`config.mk`:
```
export PLATFORM = sky130hd
export DESIGN_NAME = rtc_ad_bus_engine
export DESIGN_NICKNAME = d
export VERILOG_FILES = /design/src/rtl/rtc_ad_bus_engine.sv
export SDC_FILE = /design/constraint.sdc
export NUM_CORES = 1
export LEC_CHECK = 0
export ABC_AREA = 1
export BUFFER_PORTS_ARGS = -buffer_cell sky130_fd_sc_hd__buf_2
export CAP_MARGIN = 20
export CORE_MARGIN = 1.5
export CORE_UTILIZATION = 45
export CTS_CLUSTER_SIZE = 10
export DETAILED_ROUTE_END_ITERATION = 12
export PLACE_DENSITY = 0.77
export SETUP_SLACK_MARGIN = 0.5
export SKIP_CTS_REPAIR_TIMING = 1
export SYNTH_ARGS = -nofsm -noshare
export SYNTH_HDL_FRONTEND = slang
export SYNTH_SLANG_ARGS = --single-unit
```
`constraint.sdc`:
```
create_clock -name clk -period 1.64 [get_ports clk]
set_input_delay 0.41 -clock clk [delete_from_list [all_inputs] [get_ports clk]]
set_output_delay 0.41 -clock clk [all_outputs]
set_load 0.01 [all_outputs]
```
`src/rtl/rtc_ad_bus_engine.sv`:
```
`default_nettype none
// ============================================================================
// Module   : rtc_ad_bus_engine
// Purpose  : Transaction engine for the RTC multiplexed address/data bus.
//            Accepts one read/write command per handshake and runs complete
//            address + data cycles (setup / strobe / hold / gap per phase)
//            with parameterised phase timing.
// Ports    : clk, reset            - clock, synchronous active-high reset
//            cmd_valid/cmd_ready   - command handshake (ready only when idle)
//            cmd_write/addr/len    - command fields, latched on accept
//            wr_data / wr_take     - write data and its consume pulse
//            rd_data / rd_valid    - last read byte and its update pulse
//            beat_idx, busy, done  - progress / status
//            a_d, cs, rd, wr       - bus controls (cs/rd/wr active low)
//            ad_out, ad_oe, ad_in  - AD bus drive value, enable, read-back
// Config   : RTC_BURST_EN - when defined, cmd_len selects 1..2**LEN_W beats
//            with auto-incrementing address; otherwise every command is a
//            single beat and cmd_len is ignored.
// Revision : 1.0 - initial release
// ============================================================================
module rtc_ad_bus_engine #(
    parameter int DATA_W = 8,
    parameter int LEN_W  = 4,
    parameter int T_SU   = 2,
    parameter int T_ST   = 4,
    parameter int T_HD   = 2,
    parameter int T_GAP  = 3
) (
    input  logic              clk,
    input  logic              reset,
    input  logic              cmd_valid,
    output logic              cmd_ready,
    input  logic              cmd_write,
    input  logic [DATA_W-1:0] cmd_addr,
    input  logic [LEN_W-1:0]  cmd_len,
    input  logic [DATA_W-1:0] wr_data,
    output logic              wr_take,
    output logic [DATA_W-1:0] rd_data,
    output logic              rd_valid,
    output logic [LEN_W-1:0]  beat_idx,
    output logic              busy,
    output logic              done,
    output logic              a_d,
    output logic              cs,
    output logic              rd,
    output logic              wr,
    output logic [DATA_W-1:0] ad_out,
    output logic              ad_oe,
    input  logic [DATA_W-1:0] ad_in
);

    // Phase counter only has to reach the longest phase minus one.
    localparam int c_T_MAX_A = (T_SU > T_ST) ? T_SU : T_ST;
    localparam int c_T_MAX_B = (T_HD > T_GAP) ? T_HD : T_GAP;
    localparam int c_T_MAX   = (c_T_MAX_A > c_T_MAX_B) ? c_T_MAX_A : c_T_MAX_B;
    localparam int c_CNT_W   = (c_T_MAX > 1) ? $clog2(c_T_MAX) : 1;

    localparam logic [c_CNT_W-1:0] c_SU_LAST  = c_CNT_W'(T_SU - 1);
    localparam logic [c_CNT_W-1:0] c_ST_LAST  = c_CNT_W'(T_ST - 1);
    localparam logic [c_CNT_W-1:0] c_HD_LAST  = c_CNT_W'(T_HD - 1);
    localparam logic [c_CNT_W-1:0] c_GAP_LAST = c_CNT_W'(T_GAP - 1);

    typedef enum logic [3:0] {
        S_IDLE  = 4'd0,
        S_A_SU  = 4'd1,
        S_A_ST  = 4'd2,
        S_A_HD  = 4'd3,
        S_A_GAP = 4'd4,
        S_D_SU  = 4'd5,
        S_D_ST  = 4'd6,
        S_D_HD  = 4'd7,
        S_D_GAP = 4'd8
    } state_t;

    state_t              r_state;
    state_t              w_next_state;
    logic [c_CNT_W-1:0]  r_cnt;
    logic [c_CNT_W-1:0]  w_cnt_last;
    logic                r_write;
    logic [DATA_W-1:0]   r_addr;
    logic [DATA_W-1:0]   r_wdata;
    logic [DATA_W-1:0]   r_rd_data;
    logic                r_rd_valid;
    logic [LEN_W-1:0]    w_beat;
    logic [DATA_W-1:0]   w_addr_beat;
    logic                w_last_beat;
    logic                w_phase_end;
    logic                w_accept;
    logic                w_rd_capture;

`ifdef RTC_BURST_EN
    logic [LEN_W-1:0]    r_len;
    logic [LEN_W-1:0]    r_beat;

    assign w_beat      = r_beat;
    assign w_last_beat = (r_beat == r_len);

    // Beat index restarts on accept and returns to zero after the final
    // beat so an idle engine always reports beat 0.
    always_ff @(posedge clk) begin
        if (reset) begin
            r_len  <= '0;
            r_beat <= '0;
        end else if (w_accept) begin
            r_len  <= cmd_len;
            r_beat <= '0;
        end else if ((r_state == S_D_GAP) && w_phase_end) begin
            r_beat <= w_last_beat ? '0 : (r_beat + LEN_W'(1));
        end
    end
`else
    logic                w_unused_len;

    assign w_beat       = '0;
    assign w_last_beat  = 1'b1;
    assign w_unused_len = ^cmd_len;
`endif

    // Address for the current beat wraps modulo 2**DATA_W.
    assign w_addr_beat  = r_addr + DATA_W'(w_beat);

    assign w_accept     = (r_state == S_IDLE) && cmd_valid;
    assign w_phase_end  = (r_cnt == w_cnt_last);
    assign w_rd_capture = (r_state == S_D_ST) && w_phase_end && !r_write;

    assign cmd_ready = (r_state == S_IDLE);
    assign busy      = (r_state != S_IDLE);
    assign done      = (r_state == S_D_GAP) && w_phase_end && w_last_beat;
    assign wr_take   = (r_state == S_D_SU) && (r_cnt == '0) && r_write;
    assign rd_data   = r_rd_data;
    assign rd_valid  = r_rd_valid;
    assign beat_idx  = w_beat;

    // Terminal count of the current phase; kept separate from the main
    // decode so the phase-end flag does not loop back through it.
    always_comb begin
        w_cnt_last = '0;
        case (r_state)
            S_A_SU,  S_D_SU:  w_cnt_last = c_SU_LAST;
            S_A_ST,  S_D_ST:  w_cnt_last = c_ST_LAST;
            S_A_HD,  S_D_HD:  w_cnt_last = c_HD_LAST;
            S_A_GAP, S_D_GAP: w_cnt_last = c_GAP_LAST;
            default:          w_cnt_last = '0;
        endcase
    end

    always_ff @(posedge clk) begin
        if (reset) begin
            r_state    <= S_IDLE;
            r_cnt      <= '0;
            r_write    <= 1'b0;
            r_addr     <= '0;
            r_wdata    <= '0;
            r_rd_data  <= '0;
            r_rd_valid <= 1'b0;
        end else begin
            r_state <= w_next_state;
            if ((r_state == S_IDLE) || w_phase_end) begin
                r_cnt <= '0;
            end else begin
                r_cnt <= r_cnt + c_CNT_W'(1);
            end
            if (w_accept) begin
                r_write <= cmd_write;
                r_addr  <= cmd_addr;
            end
            if (wr_take) begin
                r_wdata <= wr_data;
            end
            // ad_in is sampled at the end of the strobe, so the byte shows
            // up together with the first hold cycle.
            r_rd_valid <= w_rd_capture;
            if (w_rd_capture) begin
                r_rd_data <= ad_in;
            end
        end
    end

    always_comb begin
        w_next_state = r_state;
        a_d          = 1'b1;
        cs           = 1'b1;
        rd           = 1'b1;
        wr           = 1'b1;
        ad_oe        = 1'b0;
        ad_out       = '0;
        case (r_state)
            S_IDLE: begin
                if (cmd_valid) w_next_state = S_A_SU;
            end
            S_A_SU: begin
                a_d    = 1'b0;
                ad_oe  = 1'b1;
                ad_out = w_addr_beat;
                if (w_phase_end) w_next_state = S_A_ST;
            end
            // The address is latched by the chip on a write strobe with
            // a_d low, regardless of the command direction.
            S_A_ST: begin
                a_d    = 1'b0;
                ad_oe  = 1'b1;
                ad_out = w_addr_beat;
                cs     = 1'b0;
                wr     = 1'b0;
                if (w_phase_end) w_next_state = S_A_HD;
            end
            S_A_HD: begin
                a_d    = 1'b0;
                ad_oe  = 1'b1;
                ad_out = w_addr_beat;
                if (w_phase_end) w_next_state = S_A_GAP;
            end
            S_A_GAP: begin
                if (w_phase_end) w_next_state = S_D_SU;
            end
            S_D_SU: begin
                ad_oe  = r_write;
                ad_out = r_write ? r_wdata : '0;
                if (w_phase_end) w_next_state = S_D_ST;
            end
            S_D_ST: begin
                ad_oe  = r_write;
                ad_out = r_write ? r_wdata : '0;
                cs     = 1'b0;
                wr     = !r_write;
                rd     = r_write;
                if (w_phase_end) w_next_state = S_D_HD;
            end
            S_D_HD: begin
                ad_oe  = r_write;
                ad_out = r_write ? r_wdata : '0;
                if (w_phase_end) w_next_state = S_D_GAP;
            end
            S_D_GAP: begin
                if (w_phase_end) w_next_state = w_last_beat ? S_IDLE : S_A_SU;
            end
            default: begin
                w_next_state = S_IDLE;
            end
        endcase
    end

endmodule
`default_nettype wire

```
# ---- Word level (Yosys, flattened, before mapping)
# Memory sizes are Yosys's and may differ from the RTL's. A register that Yosys moved wholly into a read port is not among the register bits.
# Index checks and enable logic that the tools add are counted.
dict set report totals {
  reg_bits 32
  rom_bits 32
  inputBits 32
  wordCells 62
  mem_count 1
}
# memory words width read_ports rd_clocked_by_memory_dff write_ports line_no
set mem_list {}
lappend mem_list {{(no name shown)} 16 2 1 1 0 138} ;# case (r_state)
dict set report classes {
  n_addsub 1
  n_eq_ne 18
  muxes 19
  n_reduce_logical 16
}
# cell count
set ops {}
lappend ops {{2-to-1 mux 4 bit} 11}
lappend ops {{one-hot mux 4 bit (9 select lines)} 1}
lappend ops {{inequality test 2 bit, second input constant} 9}
lappend ops {{equality test 4 x 3 -> 1 bit, second input constant} 4}
lappend ops {{one-hot mux 8 bit (2 select lines)} 1}
lappend ops {{AND reduction 9 bit} 1}
lappend ops {{equality test 4 x 2 -> 1 bit, second input constant} 2}
lappend ops {{2-to-1 mux 8 bit} 1}
lappend ops {{logical AND 1 bit} 6}
lappend ops {{OR reduction 3 bit} 2}
lappend ops {{equality test 4 x 1 -> 1 bit, second input constant} 1}
lappend ops {{equality test 4 bit, second input constant} 1}
lappend ops {{zero test 4 bit} 1}
lappend ops {{one-hot mux 1 bit (2 select lines)} 2}
lappend ops {{nonzero test 4 bit} 1}
lappend ops {{OR reduction 2 bit} 2}
lappend ops {{2-to-1 mux 1 bit} 3}
lappend ops {{adder 2 x 1 -> 2 bit, second input constant} 1}
lappend ops {{equality test 2 bit} 1}
lappend ops {{zero test 2 bit} 1}
lappend ops {{zero test 1 bit} 1}
lappend ops {{logical OR 1 bit} 1}

# ---- Depth between registers and ports, before layout
# Gate-level depths: netlist of the first run.
dict set report logic_depth {
  word_depth 5
  depth_mapped 11
  mapped_depth_nobuf 11
}

# ---- Worst setup path before layout of the first run
# Ideal clock, no wire load.
dict set report synth_timing {
  path_kind {register -> output}
  from {reg r_state[0]}
  to {out ad_out[0]}
  arrival_time_ps 1110
  required_ps 1230
  setup_slack_ps 120
  path_stages_with_launch 5
  path_buffers 0
  cell_sequence {dfxtp_1 -> nor2_4 -> nor2_1 -> nand2_1 -> o22ai_1}
}
dict set report synth_between {
  elab_chain_cells 3
  elab_cells_between_ends 9
}
# element line_no
set synth_rtl {}
lappend synth_rtl {{start, declared} 75} ;# state_t r_state;
lappend synth_rtl {{start signal, assigned} 157} ;# r_state <= w_next_state;
lappend synth_rtl {{equality test 4 x 3 -> 1 bit (tied with other cells)} 187} ;# case (r_state)
lappend synth_rtl {{OR reduction 3 bit (no source line)} n/a}
lappend synth_rtl {{one-hot mux 8 bit (2 select lines) (*)} 187}
lappend synth_rtl {{end, declared} 47} ;# output logic [DATA_W-1:0] ad_out,
# Mark *: on every way between the ends. The rest lies on a longest branch, timed or not.

# ---- Worst setup path after layout of the first run
dict set report layout_timing {
  from {reg r_state[0]}
  to {out wr_take}
}
dict set report layout_between {
  elab_chain_cells 3
}
# element line_no
set layout_rtl {}
lappend layout_rtl {{equality test 4 x 3 -> 1 bit} 129} ;# assign wr_take = (r_state == S_D_SU) && (r_cnt == '0) && r_write;
lappend layout_rtl {{logical AND 1 bit (2 in a row)} 129}
lappend layout_rtl {{end, declared} 37} ;# output logic wr_take,
# No other way between the ends.

==> flow_summary.ini, run 1 <==
[status]
status = finished, violations left
violations = setup timing

[floorplan]
die_h_um = 61.43
initial_utilization_pct = 46.41
core_area_um2 = 3311
num_io_pins = 62
die_area_um2 = 3774
die_w_um = 61.43
row_count = 21

[placed_design]
io_buffers = 53
pre_cts_ws_ns = 0.1479
hpwl_um = 2566
dpl.cell_count = 307
place.gp.congestion = 0.9215
postPlaceCellArea_um2 = 1991

[final_layout]
antenna_cells = 0
stdcell_count = 324
drive_gt1_share_pct = 55.04
final_util_pct = 72.64
nets = 310
area_growth_pct = 56.51
fin_area_um2 = 2405

[pwr]
ir_drop_v = 0.0009328
p_int_mw = 2.246
power.switching_mw = 1.738
p_comb_share_pct = 52.0
swShare_pct = 43.63
power_mw = 3.984
p_seq_share_pct = 29.3
leakage_nw = 1.099
power_density_nw_per_um2 = 1657
p_clk_share_pct = 18.7

[critical_path]
critPathLaunchType = flip-flop
cp.depth = 6
worstReg2RegStart = r_state[1]$_SDFFE_PP0N_
cp-end-kind = primary output
r2r_cells = 9
r2r-end = w_cnt_last[1]$_DFF_P_
critPathTopFamily = flip-flops
cp_slowest_cell = dfxtp_4
reg2reg_setup_slack_ns = 0.12
required_ns = 1.23
slowest_delay_ns = 0.42
criticalPathCategory = reg -> out
arrival_ns = 1.44
crit_path_cell_trace = buf_4 -> inv_1 -> nor2_2 -> nand4_4 -> inv_2 -> buf_6
crit_buf_inv = 4
worst-path-max-fanout = 5

[routing]
drc = 0
vias_per_cell = 4.926
wire_per_inst_um = 13.27
firstDrtPassIters = 4
vias = 1596
drt_iter0_markers = 43
totalWireLength_um = 4300
drtAntennaViolNets = 0

[timing]
fin_tns_setup_ns = -2.200
holdWs_ns = 0.2545
max_freq_mhz = 541.0
hold_violations = 0
drv_slew = 0
period_share_pct = 112.7
setup_violations = 16
clock_skew_ns = 0.006356
rsz0062_at_grt = true
worst_slack_ns = -0.2085
layout_min_cycle_time_ns = 1.849

[synthesis]
synth.distinct_cells = 24
ys_warn_count = 0
synth-seq-cells = 34
synth_edf_count = 0
synthFlopType = dfxtp_1
yosysSeqAreaShare_pct = 44.30
synth_area_leaders = dfxtp_1, inv_1, a21oi_1
syn_area_per_cell_um2 = 7.317
synthTopCellsByCount = dfxtp_1, inv_1, nand2_1, nor2_1, a21oi_1
synth.top_cell.area_share_pct = 44.30
async_reset_ff_share_pct = 0
syn_inst = 210
yosys.area.top_type = dfxtp_1
syn-cell-area_um2 = 1536

[cts]
clkSinkCount = 34
path_clk_slew_ns = 0.11
clkLatencyLatePin_ns = 0.34
cts_buffer_depth = 2
cts_made_buffers = 5
htreeDepth = 2
cts_tree = built
root_buffer = clkbuf_4

[grt]
grt_pass1_wl_um = 4692
overflow = 0
antenna_found_initial = 0
grt_max_degree = 25
grtUsageTotal_pct = 17.18
grt_pass1_vias = 1099

[hold_path]
hold_end = r_write$_SDFFE_PP0P_
min_from = reset
whs_path_depth = 2
hold_class = in -> reg

[flow_run]
cap_viol_max_count = 0
-- logic make-up after synthesis --
group,Yosys count,share of synthesized area (%)
adders and majority gates,1,0.8142
buffers and inverters,47,13.19
other,1,0.2441
AOI/OAI and AO/OA,51,17.26
and+or+nand+nor,76,24.19
DFF,34,44.30
-- flip-flops by register name, indices dropped and copies added (netlist names) --
name and cells:
r_addr 8, r_wdata 8, rd_data 8, r_state 4, r_cnt 2, w_cnt_last 2
r_write 1, rd_valid 1
-- worst max-delay path by stage --
stage                       startpoint  slack [ns]   endpoint
2_1_floorplan  r_state[0]$_SDFFE_PP0N_        0.32  ad_out[0]
3_3_place_gp   r_state[0]$_SDFFE_PP0N_        0.17  ad_out[0]
3_5_place_dp   r_state[0]$_SDFFE_PP0N_        0.15  ad_out[0]
4_1_cts        r_state[0]$_SDFFE_PP0N_       -0.24  ad_out[0]
5_1_grt        r_state[1]$_SDFFE_PP0N_       -0.24  ad_out[6]
6_report       r_state[0]$_SDFFE_PP0N_       -0.21    wr_take
-- cell type report --
cell class | count | area (um^2)
clock inverters | 1 | 30.03
inverters | 38 | 162.7
repair buffers | 64 | 459.2
flip-flops and latches | 34 | 709.4
well taps | 46 | 57.56
fillers | 252 | 905.9
clock buffers | 7 | 76.32
multi-input cells | 134 | 909.6
-- power by group through the flow --
stage                     clock network [mW]  logic (mW)  registers (mW)
after floorplan                            0        1.27            1.14
after global placement                     0        1.65            1.15
after detailed placement                   0        1.69            1.16
after CTS                              0.754        1.70            1.14
after global routing                   0.788        2.23            1.18
final                                  0.745        2.07            1.17
-- cells in the final DEF (no fill, tap or decap), drive strengths merged --
master / Yosys / layout
o21ai: 24 / 24
nor2: 27 / 27
nand3: 12 / 13
clkbuf: 2 / 8
ha: 1 / 1
a21oi: 19 / 19
nand4: 2 / 2
o22ai: 8 / 8
nand2: 33 / 34
inv: 37 / 37
dfxtp: 34 / 34
clkinv: 1 / 1
conb: 1 / 4
bufinv: 0 / 1
buf: 7 / 63
nor3: 2 / 2
-- routing by layer --
layer	part of all wire (%)	vias up	global-route usage [%]	wire length, um
met3	5.0	10	5.252	216
met5	0	-	0	0
met4	2.3	0	8.207	98
li1	-	804	-	-
met1	39	732	21.08	1698
met2	53	50	27.51	2287
Note: power is estimated with default switching activity, not from simulation.
==> run 2, diff against run 1 <==
ABC_AREA = default   (was 1)
CORE_ASPECT_RATIO = 0.6   (was default)
CTS_BUF_LIST = sky130_fd_sc_hd__clkbuf_8 sky130_fd_sc_hd__clkbuf_16   (was default)
PLACE_DENSITY = 0.75   (was 0.77)
==> run 2 against run 1 <==
Net effect:
- the run still ends with setup timing left
- routed wire length is 49% higher
- combinational power is 9% lower
- synthesized area up 17%
- highest routed layer unchanged
- maximum frequency fell by 3.8%
- worst hold slack gained 0.098 ns
- critical path depth decreased by 1
- flip-flop and latch count stayed put
- power down 4.2%
- first-iteration DRC count rose to 3.3 times the previous value
- design area up 28%
==> flow_summary.ini, run 2 <==
[grt]
grt_max_degree = 31
grtUsageTotal_pct = 20.76
grt_pass1_wl_um = 6948
overflow = 0
antenna_found_initial = 0
grt_pass1_vias = 1436

[final_layout]
fin_area_um2 = 3069
area_growth_pct = 71.18
stdcell_count = 324
drive_gt1_share_pct = 66.79
layout_common_cells = buf_2, buf_6, dfxtp_1, nand2b_1, buf_4
final_util_pct = 81.99
final_common_cell = buf_2
antenna_cells = 0
nets = 309

[floorplan]
core_area_um2 = 3744
num_io_pins = 62
row_count = 17
die_h_um = 51.90
die_w_um = 84.49
initial_utilization_pct = 47.89
die_area_um2 = 4385

[cts]
clkSinkCount = 34
cts_buffer_depth = 2
cts_tree = built
root_buffer = clkbuf_8
path_clk_slew_ns = 0.07
htreeDepth = 2
cts_made_buffers = 5
clkLatencyLatePin_ns = 0.29

[placed_design]
dpl.cell_count = 296
postPlaceCellArea_um2 = 2312
io_buffers = 53
hpwl_um = 3092
pre_cts_ws_ns = 0.06089
place.gp.congestion = 0.8066

[pwr]
ir_drop_v = 0.001058
leakage_nw = 1.224
p_seq_share_pct = 26.1
power_mw = 3.818
power_density_nw_per_um2 = 1244
p_int_mw = 2.505
p_clk_share_pct = 24.4
power.switching_mw = 1.313
swShare_pct = 34.40
p_comb_share_pct = 49.5

[status]
violations = setup timing
status = finished, violations left

[synthesis]
synthXorXnorAreaFrac_pct = 3.280
ys_warn_count = 0
syn_area_per_cell_um2 = 9.242
syn_inst = 194
async_reset_ff_share_pct = 0
synth_most_common_cell = dfxtp_1
synthFlopType = dfxtp_1
synthTopCellsByCount = dfxtp_1, a21oi_1, nand3_1, nand2b_1
synth.distinct_cells = 45
synth-adder-area-share_pct = 0.6978
yosysSeqAreaShare_pct = 37.96
muxShareOfSynthArea_pct = 5.024
synth_compound_area_share_pct = 19.75
synth.top_cell.area_share_pct = 37.96
synth-seq-cells = 34
synth_top_family_by_area = simple AND/OR/NAND/NOR gates
synth_edf_count = 0
yosys.area_share.simple_pct = 25.82
syn-cell-area_um2 = 1793
yosys.area.top_type = dfxtp_1
synth_area_leaders = dfxtp_1, nand2b_1, a21oi_1

[timing]
max_freq_mhz = 520.3
hold_violations = 0
setup_violations = 17
rsz0062_at_grt = true
fin_tns_setup_ns = -2.694
drv_slew = 0
worst_slack_ns = -0.2819
clock_skew_ns = 0.002899
period_share_pct = 117.2
layout_min_cycle_time_ns = 1.922
holdWs_ns = 0.3528

[routing]
drtAntennaViolNets = 0
wire_per_inst_um = 19.83
drt_iter0_markers = 144
drc = 0
totalWireLength_um = 6424
firstDrtPassIters = 4
vias_per_cell = 5.833
vias = 1890

[critical_path]
worst-path-max-fanout = 3
required_ns = 1.23
critPathLaunchType = flip-flop
cp-end-kind = primary output
arrival_ns = 1.51
criticalPathCategory = reg -> out

[hold_path]
hold_class = in -> reg

[flow_run]
cap_viol_max_count = 0
[run 2: cell types whose count changed in the layout (fill, tap and decap cells not counted), sizes merged, moves of 4 or more]
cell | before | now
a21bo | 0 | 9
a22o | 0 | 7
buf | 63 | 89
inv | 37 | 5
mux2i | 0 | 9
nand2 | 34 | 2
nand2b | 0 | 17
nand3 | 13 | 19
nor2 | 27 | 6
o21ai | 24 | 8
o22ai | 8 | 0
or3 | 0 | 4
[run 2: final timing paths]
kind                                         startpoint                       to  slack [ns]  cells past startpoint
worst min register to register  rd_data[7]$_SDFFE_PP0P_  rd_data[7]$_SDFFE_PP0P_        0.48                      2
worst max register to register  r_state[3]$_SDFFE_PP0N_   r_addr[6]$_SDFFE_PP0P_        0.05                      8
worst min-delay path                         wr_data[7]  r_wdata[7]$_SDFFE_PP0P_        0.35                      3
worst max-delay path            r_state[0]$_SDFFE_PP0N_                     done       -0.28                      5
[run 2: layer usage]
layer	wire [um]	GRT usage [%]	vias to the layer above
li1	-	-	850
met1	2691	29.43	928
met2	3143	29.89	101
met3	478	5.873	11
met4	110	8.065	0
met5	0	0	-
[run 2: logic make-up (layout without fill, tap and decap cells)]
group                    count (synthesis)  in the layout
AO/OA/AOI/OAI                           50             50
flip-flops                              34             34
XOR/XNOR                                 5              5
multiplexers                             9              9
other                                    1              4
adder cells (fa/ha/maj)                  1              1
AND/OR/NAND/NOR                         70             70
buffers and inverters                   24            104
[run 2: cell type report]
type,count,area [um^2]
clock buffers,5,68.82
clock inverters,3,63.81
fillers,209,674.4
inverters,5,21.27
multi-input cells,139,1350
flip-flops and latches,34,721.9
well taps,47,58.81
repair buffers,91,784.5
[run 2: power by group through the flow]
| stage | combinational [mW] | sequential (mW) | clock (mW) |
|---|---|---|---|
| final | 1.89 | 0.995 | 0.932 |
| after global routing | 1.97 | 1.00 | 0.977 |
| after CTS | 1.00 | 0.976 | 0.923 |
| after detailed placement | 0.998 | 0.995 | 0 |
| after global placement | 0.985 | 0.990 | 0 |
| after floorplan | 0.749 | 0.970 | 0 |
[run 2: critical path, cell delays in order, from the launching register on]
cell      delay, ns
dfxtp_4        0.36
nor2_4         0.18
buf_4          0.15
nand3b_1       0.17
nor3_2         0.20
buf_2          0.15
==> run 3, diff against run 2 <==
CAP_MARGIN = 5   (was 20)
CORE_MARGIN = default   (was 1.5)
==> run 3 against run 2 <==
Net effect:
- the run still ends with setup timing left
- critical path type unchanged
- sequential share of layout area grew 1.7 points
- setup slack better by 0.080 ns
- combinational power decreased by 19%
- core utilization shrank 6.1 points
- clock skew increased by 0.0012 ns
- design area shrank 7.5%
- via count decreased by 7.9%
- non-clock buffer count fell by 8
- routed wire length decreased by 21%
- global-route usage up 0.19 points
- register-to-register slack improved by 0.07 ns
==> flow_summary.ini, run 3 (synthesized netlist as in run 2, its figures left out) <==
[routing]
vias_per_cell = 5.524
drtAntennaViolNets = 0
wire_per_inst_um = 16.06
firstDrtPassIters = 4
totalWireLength_um = 5060
drt_iter0_markers = 89
drc = 0
vias = 1740

[cts]
clkSinkCount = 34
cts_tree = built
htreeDepth = 2
clkLatencyLatePin_ns = 0.29
cts_buffer_depth = 2
root_buffer = clkbuf_8
path_clk_slew_ns = 0.07
cts_made_buffers = 5

[status]
violations = setup timing
status = finished, violations left

[pwr]
p_seq_share_pct = 31.4
ir_drop_v = 0.0007956
power_mw = 3.157
power.switching_mw = 1.135
power_density_nw_per_um2 = 1112
leakage_nw = 1.144
p_int_mw = 2.022
p_comb_share_pct = 48.8
p_clk_share_pct = 19.8
swShare_pct = 35.95

[timing]
period_share_pct = 112.3
setup_violations = 15
hold_violations = 0
clock_skew_ns = 0.004080
rsz0062_at_grt = true
max_freq_mhz = 542.8
worst_slack_ns = -0.2022
layout_min_cycle_time_ns = 1.842
drv_slew = 0

[final_layout]
area_growth_pct = 58.41
final_common_cell = buf_2
fin_area_um2 = 2840
fillCellCount = 242
drive_gt1_share_pct = 66.79
nets = 301
stdcell_count = 315
layout_common_cells = buf_2, buf_6, dfxtp_1, nand2b_1, buf_4
antenna_cells = 0

[grt]
antenna_found_initial = 0
grtUsageTotal_pct = 20.96
grt_max_degree = 29
grt_pass1_wl_um = 6837
overflow = 0
grt_pass1_vias = 1431

[placed_design]
dpl.cell_count = 294
hpwl_um = 3080
postPlaceCellArea_um2 = 2297
place.gp.congestion = 0.8122
io_buffers = 53

[floorplan]
die_w_um = 83.49
die_area_um2 = 4249
row_count = 17
die_h_um = 50.90
initial_utilization_pct = 47.89
core_area_um2 = 3744
num_io_pins = 62

[critical_path]
cp-end-kind = primary output
worst-path-max-fanout = 7
critPathLaunchType = flip-flop
arrival_ns = 1.43
criticalPathCategory = reg -> out
required_ns = 1.23

[hold_path]
hold_class = in -> reg

[flow_run]
cap_viol_max_count = 0
run 3: changes by cell type in the layout (fill, tap and decap cells not counted), sizes merged:
cell    before  now
bufinv       2    0
inv          5    6
buf         89   83
clkinv       1    0
clkbuf       7    6
run 3: layout make-up:
type                       count  area (um^2)  share of cell area [%]
clock buffer                   6        82.58                   2.907
clock inverter                 1        3.754                  0.1322
inverter                       5        23.77                  0.8370
multi-input combinational    139         1296                   45.64
sequential                    34        716.9                   25.24
tap                           47        58.81                   2.070
timing repair buffer          83        658.1                   23.17
run 3: critical path, cell delays in order (launching register included):
cell and delay [ns]:
dfxtp_4 0.39, buf_4 0.17, nor2b_1 0.12, a31oi_1 0.06, nor3_1 0.22, buf_2 0.19
run 3: stage by stage:
step	setup slack, ns	hold WS (ns)	util (%)	TNS, ns
after floorplan	0.1904	0.4534	-	0
after global placement	0.05227	0.4570	61.36	0
after detailed placement	0.03070	0.4639	61.36	0
after CTS	-0.2613	0.3550	63.67	-3.589
after global routing	-0.2481	0.3674	75.87	-2.243
final	-0.2022	0.3601	75.87	-1.609
run 3: path summary, 6_finish.rpt:
check,cells past startpoint,slack (ns),from,endpoint
hold reg to reg,2,0.46,r_wdata[3]$_SDFFE_PP0P_,r_wdata[3]$_SDFFE_PP0P_
setup / recovery,5,-0.20,r_state[2]$_SDFFE_PP0N_,ad_out[7]
setup reg to reg,5,0.12,r_cnt[0]$_SDFF_PP0_,rd_data[2]$_SDFFE_PP0P_
hold / removal,3,0.36,wr_data[3],r_wdata[3]$_SDFFE_PP0P_
run 3: layer usage:
layer  track usage, %  up-vias  part of all wire, %
met4            7.345        0                  2.4
met5                0        -                    0
met1            31.11      828                   46
met2            28.69       69                   45
met3            5.977       13                  7.0
li1                 -      830                    -
run 3: power groups by stage:
stage / Sequential [mW] / Combinational (mW) / Clock, mW
detailed placement: 0.994 / 0.990 / 0
global placement: 0.992 / 0.983 / 0
global route: 0.996 / 1.64 / 0.659
CTS: 0.977 / 0.996 / 0.628
finish: 0.990 / 1.54 / 0.625
floorplan: 0.970 / 0.749 / 0
